$ cat config.mk
export PLATFORM = sky130hd
export DESIGN_NAME = multu_seq_ctrl
export DESIGN_NICKNAME = d
export VERILOG_FILES = /design/src/rtl/multu_seq_ctrl.sv
export SDC_FILE = /design/constraint.sdc
export NUM_CORES = 1
export LEC_CHECK = 0
export BUFFER_PORTS_ARGS = -buffer_cell sky130_fd_sc_hd__buf_2
export CAP_MARGIN = 20
export CORE_MARGIN = 8
export CORE_UTILIZATION = 23
export DETAILED_ROUTE_END_ITERATION = 8
export HOLD_SLACK_MARGIN = 0.1
export PLACE_DENSITY_LB_ADDON = 0.3
export SYNTH_ARGS = -nofsm -noshare
export SYNTH_HDL_FRONTEND = slang
export SYNTH_SLANG_ARGS = --single-unit
$ cat constraint.sdc
create_clock -name clk_i -period 2.95 [get_ports clk_i]
set_input_delay 0.1475 -clock clk_i [delete_from_list [all_inputs] [get_ports clk_i]]
set_output_delay 0.1475 -clock clk_i [all_outputs]
set_load 0.02 [all_outputs]
$ cat src/rtl/multu_seq_ctrl.sv
// Iterative shift-add MULTU sequencer that owns the HI/LO registers.
// Asserts stall while a multiply is in flight and the current instruction needs HI/LO or the multiplier.
module multu_seq_ctrl #(
    parameter int WIDTH = 32
) (
    input  logic             clk_i,
    input  logic             reset_i,
    input  logic             start_i,
    input  logic             mf_req_i,
    input  logic             hi_lo_i,
    input  logic [WIDTH-1:0] op_a_i,
    input  logic [WIDTH-1:0] op_b_i,
    output logic [WIDTH-1:0] mf_data_o,
    output logic             stall_o,
    output logic             busy_o,
    output logic             done_o
);

    localparam int CNT_W = (WIDTH > 1) ? $clog2(WIDTH) : 1;
    localparam logic [CNT_W-1:0] CNT_LAST = CNT_W'(WIDTH - 1);

    typedef enum logic [1:0] {
        S_IDLE,
        S_RUN,
        S_DONE
    } state_t;

    state_t               state_q, state_d;
    logic [WIDTH-1:0]     mcand_q, mcand_d;
    logic [2*WIDTH-1:0]   prod_q, prod_d;
    logic [CNT_W-1:0]     cnt_q, cnt_d;
    logic [WIDTH-1:0]     hi_q, hi_d;
    logic [WIDTH-1:0]     lo_q, lo_d;
    logic                 done_q, done_d;
    logic [WIDTH:0]       sum;

    // The carry out of the partial-product add is kept and shifted into the top of prod.
    assign sum = {1'b0, prod_q[2*WIDTH-1:WIDTH]}
               + {1'b0, (prod_q[0] ? mcand_q : {WIDTH{1'b0}})};

    always_ff @(posedge clk_i) begin
        if (reset_i) begin
            state_q <= S_IDLE;
            mcand_q <= '0;
            prod_q  <= '0;
            cnt_q   <= '0;
            hi_q    <= '0;
            lo_q    <= '0;
            done_q  <= 1'b0;
        end else begin
            state_q <= state_d;
            mcand_q <= mcand_d;
            prod_q  <= prod_d;
            cnt_q   <= cnt_d;
            hi_q    <= hi_d;
            lo_q    <= lo_d;
            done_q  <= done_d;
        end
    end

    always_comb begin
        state_d = state_q;
        mcand_d = mcand_q;
        prod_d  = prod_q;
        cnt_d   = cnt_q;
        hi_d    = hi_q;
        lo_d    = lo_q;
        done_d  = 1'b0;
        case (state_q)
            S_IDLE: begin
                if (start_i) begin
                    mcand_d = op_a_i;
                    prod_d  = {{WIDTH{1'b0}}, op_b_i};
                    cnt_d   = '0;
                    state_d = S_RUN;
                end
            end
            S_RUN: begin
                prod_d = {sum, prod_q[WIDTH-1:1]};
                cnt_d  = cnt_q + CNT_W'(1);
                if (cnt_q == CNT_LAST) begin
                    state_d = S_DONE;
                end
            end
            S_DONE: begin
                hi_d    = prod_q[2*WIDTH-1:WIDTH];
                lo_d    = prod_q[WIDTH-1:0];
                done_d  = 1'b1;
                state_d = S_IDLE;
            end
            default: begin
                state_d = S_IDLE;
            end
        endcase
    end

    // A held multu or mf read only waits while the sequencer is not idle.
    assign busy_o    = (state_q != S_IDLE);
    assign stall_o   = busy_o & (start_i | mf_req_i);
    assign done_o    = done_q;
    assign mf_data_o = hi_lo_i ? lo_q : hi_q;

endmodule

* Yosys cells after proc, flatten, opt, wreduce, memory -nomap -nowiden
Index checks and enable logic that the tools add are counted.
** Operators by class
- Muxes and demuxes :: 10
- Order comparisons :: 0
- $add $sub $neg :: 2
- Eq/ne operators :: 5
- Shift-type cells :: 0
- Reduce and logical (&&, ||, !) cells :: 6
- Bitwise gates (word level) :: 2
- Div/mod/pow operators :: 0
- Multipliers :: 0
** Operators with widths (count)
- $pmux W64 S2 :: 1
- $mux W32 :: 2
- $mux W64 :: 1
- $add A32 B32 Y33 :: 1
- $pmux W5 S2 :: 1
- $reduce_and A2 Y1 :: 3
- $add A5 B1 Y5 const B :: 1
- $eq A5 B5 Y1 const B :: 1
- $mux W5 :: 1
- $mux W2 :: 2
- $ne A2 B2 Y1 const B :: 2
- $pmux W2 S2 :: 1
- $reduce_bool A2 Y1 :: 2
- $eq A2 B1 Y1 const B :: 1
- $eq A2 B2 Y1 const B :: 1
- $logic_not A2 Y1 :: 1
- $and A1 B1 Y1 :: 1
- $mux W1 :: 1
- $or A1 B1 Y1 :: 1
** Storage, ports and cells
- Memories kept :: 0
- Output and inout port bits :: 35
- ROM bits :: 0
- Logic and storage cells :: 32
- RAM bits :: 0
- Register bits :: 168
- Latch bits :: 0
- Input port bits :: 69

* Depth between registers and ports, before layout
- Depth in word-level cells :: 3
- Depth in mapped cells :: 12
- Mapped depth without buffers :: 12

* Worst setup path before layout
OpenSTA, ideal clock, no wires.
- Kind :: reg2reg
- Start point :: register prod_q[0]
- End point :: register prod_q[52]
- Required time :: 2833 ps
- Buffers on the path :: 1
- Setup time :: 117 ps
- Stages on the path, launching flop included :: 13
- Period minus slack after synthesis :: 2692 ps
- Slack :: 258 ps
- Data arrival time :: 2576 ps
- Cell sequence :: dfxtp_1 clkbuf_1 nand2_1 inv_1 ha_1 a211o_1 a21oi_4 a211oi_1 a221o_1 a41oi_2 o21bai_1 xor2_1 a22o_1
** Between the ends
- Cells in the longest elaborated chain, start to end :: 3
** RTL lines
- from (decl) :: line 30 : logic [2*WIDTH-1:0] prod_q, prod_d;
- from (signal assigned) :: line 53 : prod_q <= prod_d;
- $mux W32 :: line 39 : + {1'b0, (prod_q[0] ? mcand_q : {WIDTH{1'b0}})};
- $add A32 B32 Y33 :: line 39
- $pmux W64 S2 :: line 69 : case (state_q)
Every way passes these cells.
A chain may end at the register's enable or synchronous reset.

* Worst setup path in the final report
Same ends and word-level chain as after synthesis.

==> key figures <==
Outcome
  • Status: finished clean

Setup path
  • Critical path endpoint category: flop
  • Reg2reg start: prod_q[0]$_SDFFE_PP0P_
  • Worst Path Arrival: 3190 ps
  • Crit path kind: flop to flop
  • Worst setup startpoint: prod_q[0]$_SDFFE_PP0P_
  • Required time of the critical path: 3280 ps
  • Max FO, Critical Path: 16
  • Type of origin of the critical path: flop

Timing
  • Worst slew pin tran: around 800 ps
  • Final hold vios: 0
  • Fin. max-slew vios: 0
  • Post-layout minimum cycle time: roughly 2900 ps
  • Setup total negative slack: 0 ps
  • Peak Freq: approximately 350 MHz
  • Fraction of the cycle the final worst path needs: 97.1%
  • Slew Limit Headroom: 46.9%
  • RSZ-0062 raised after global routing: false
  • Clock skew: ~8.7 ps
  • Final-report setup violation count: 0

Logic synthesis
  • Synthesized area: ~0.0083 sq mm
  • Post-synthesis sequential area ratio: 40.6%
  • Ys async rst share: 0%
  • Syn_nets: approximately 1.2k
  • Synth warnings: 0
  • Most frequently used flop master after synthesis: dfxtp_1
  • Yosys cell types: 52
  • Synth Register Bits: 168
  • Cells after synthesis: ~1.1k
  • Post-synth EDFFs: 0
  • Mean Syn Cell Area: slightly below 8 sq um

Run
  • Max cap viols: 0

Floorplanning
  • Die Span Y: 206 um
  • Die ar.: 0.0423 sq mm
  • Core ar.: 0.0355 sq mm
  • Die Width: 206 um
  • Initial Utilization: a little under a quarter
  • Number of I/O pins: approximately 100
  • Row count: between 60 and 70

Final layout
  • Final #Nets: approximately 1.3k
  • FF/Latch Area: between 0.003 and 0.004 sq mm
  • Layout Area Growth over Synthesis: 29.1%
  • Area of the multi-input gates: 0.00467 sq mm
  • Fill cell count: 3774
  • Design Area, Final: 0.0107 sq mm
  • Share of cells above drive strength 1: 17.7%
  • Final std cells w/o fill: 1683

Detailed routing
  • WL final: 25400 um
  • DRC Markers: 0
  • Iteration-0 DRC Markers: 365
  • Vias: roughly 7.6k
  • DRT Pass-1 Iters: 5
  • Routed Antenna Nets: 0
  • Wirelength per Cell: between 15 and 20 um
  • Via density: 4.54

Clock network
  • Max H-tree Level: 4
  • Reg clk slew, reported paths: 70 ps
  • Worst-case clock buffer depth: 2
  • CTS buffer count: 17
  • Worst-skew pair later-pin latency: 430 ps
  • Sink Count: 168
  • Clk Tree Root Cell: clkbuf_16
  • TritonCTS clock tree: done

Power
  • Max VDD drop: 0.404 mV
  • Pwr/cell area: ~480 mW/mm^2
  • Static leakage: 4.32 nW
  • Overall power: 5.18 mW

Global routing
  • Tot GR Track Use: between 10% and 20%
  • Largest net degree at the start of global routing: 67
  • Vias in the first global route: 7381
  • Antenna violations before repair: 3
  • Total grt overflow: 0
  • First-pass GRT wire length: 40200 um

Placed design
  • DP HPWL: 18300 um
  • Post-DP Area: 0.00933 sq mm
  • Placed cell count: between 1.5k and 2k
  • I/O Buffers: 103
  • Routability cong.: roughly 0.84

Worst hold path
  • Hold Crit Class: input pin to flop
  • Hold_sp: start_i
## critical path, cell delays in order (launching register included)
cell	delay [ps]
dfxtp_4	370
buf_12	150
and2_1	190
ha_4	230
o211a_1	250
a21oi_4	190
a211oi_1	120
a221o_1	430
buf_4	160
a41oi_2	230
o21bai_1	110
xor2_1	140
a22o_1	190
## layer usage
| layer | wire (um) | global-route usage [%] | vias to the layer above | share of wire, % |
|---|---|---|---|---|
| li1 | - | - | 3940 | - |
| met1 | 13200 | 17.0 | 3530 | 52 |
| met2 | 10600 | 17.2 | 139 | 42 |
| met3 | 1100 | 1.98 | 26 | 4.3 |
| met4 | 469 | 4.28 | 2 | 1.8 |
| met5 | 13 | 0 | - | 0.051 |
## logic make-up after synthesis
family                     synth area share (%)
and+or+nand+nor                            23.2
AOI/OAI and AO/OA                          19.7
DFF                                        40.6
buffers and inverters                      3.81
adders and majority gates                  5.38
muxes                                      4.59
xor gates and xnor gates                   2.75
## layout make-up
| type | count | share of cell area [%] |
|---|---|---|
| inverter | 11 | 0.386 |
| multi-input combinational | 814 | 43.7 |
| tap | 461 | 5.39 |
| timing repair buffer | 195 | 13.5 |
| clock inverter | 12 | 1.35 |
| clock buffer | 20 | 4.18 |
| sequential | 168 | 31.5 |
| antenna | 2 | 0.0468 |
## cell usage after synthesis, drive strengths merged, types with 6 or more instances
library cell | count | area (sq um)
nand3 | 20 | 100
a21o | 17 | 128
nor3 | 6 | 35.0
buf | 16 | 60.1
inv | 11 | 41.3
xnor2 | 12 | 105
ha | 34 | 425
o21ai | 30 | 150
xor2 | 14 | 123
dfxtp | 168 | 3360
a311oi | 32 | 280
mux2 | 32 | 360
nor2b | 8 | 50.1
a21oi | 143 | 727
and2 | 34 | 213
nand4 | 6 | 37.5
nor2 | 59 | 221
nand2 | 311 | 1170
clkbuf | 57 | 214
## per-stage QoR
stage	utilization (%)	hold WS (ps)	setup slack, ps
after floorplan	-	283	258
after global placement	26.3	398	167
after detailed placement	26.3	397	115
after CTS	29.8	414	98.5
after global routing	30.1	444	8.49
final	30.1	411	86.5
## registers in the layout (all words and copies together) (netlist names)
register and flops:
state_q 2, mcand_q 32, lo_q 32, cnt_q 5
done_o 1, prod_q 64, hi_q 32
## repair_timing
action / CTS / global route
endpoints found under the setup margin: 0 / 13
buffers inserted: 0 / 5
gates resized for setup: 0 / 11
endpoints found under the hold margin: 66 / 0
hold buffers: 65 / 0
## where the power goes
part | total (mW) | switching [mW] | internal (mW)
clock network | 2.26 | 0.979 | 1.28
logic | 0.512 | 0.291 | 0.221
registers | 2.41 | 0.0605 | 2.35
## cell usage in the layout, fill, tap and decap left out, types with 3 or more instances in the layout
| cell type | count |
|---|---|
| nand2_1 | 309 |
| dfxtp_1 | 167 |
| a21oi_1 | 139 |
| buf_2 | 102 |
| dlygate4sd3_1 | 65 |
| nor2_1 | 59 |
| and2_1 | 33 |
| mux2_2 | 32 |
| a311oi_1 | 32 |
| ha_1 | 32 |
| buf_4 | 23 |
| nand3_1 | 20 |
| o21ai_0 | 19 |
| clkbuf_16 | 18 |
| a21o_1 | 17 |
| xor2_1 | 14 |
| xnor2_1 | 12 |
| inv_1 | 11 |
| o21ai_1 | 10 |
| nor2b_1 | 6 |
| nand4_1 | 6 |
| o21a_1 | 5 |
| a31oi_1 | 5 |
| nor3_1 | 4 |
| clkinv_4 | 4 |
| buf_12 | 4 |
| and3_1 | 3 |
| a21oi_2 | 3 |
| a211oi_1 | 3 |
| nand2b_1 | 3 |
## final timing paths
| path | end | slack (ps) | depth (start not counted) |
|---|---|---|---|
| max | prod_q[52]$_SDFFE_PP0P_ | 90 | 12 |
| min | state_q[0]$_SDFFE_PP0P_ | 410 | 3 |
| max reg2reg | prod_q[52]$_SDFFE_PP0P_ | 90 | 12 |
| min reg2reg | mcand_q[23]$_SDFFE_PP0P_ | 450 | 2 |
Note: power is estimated with default switching activity, not from simulation.
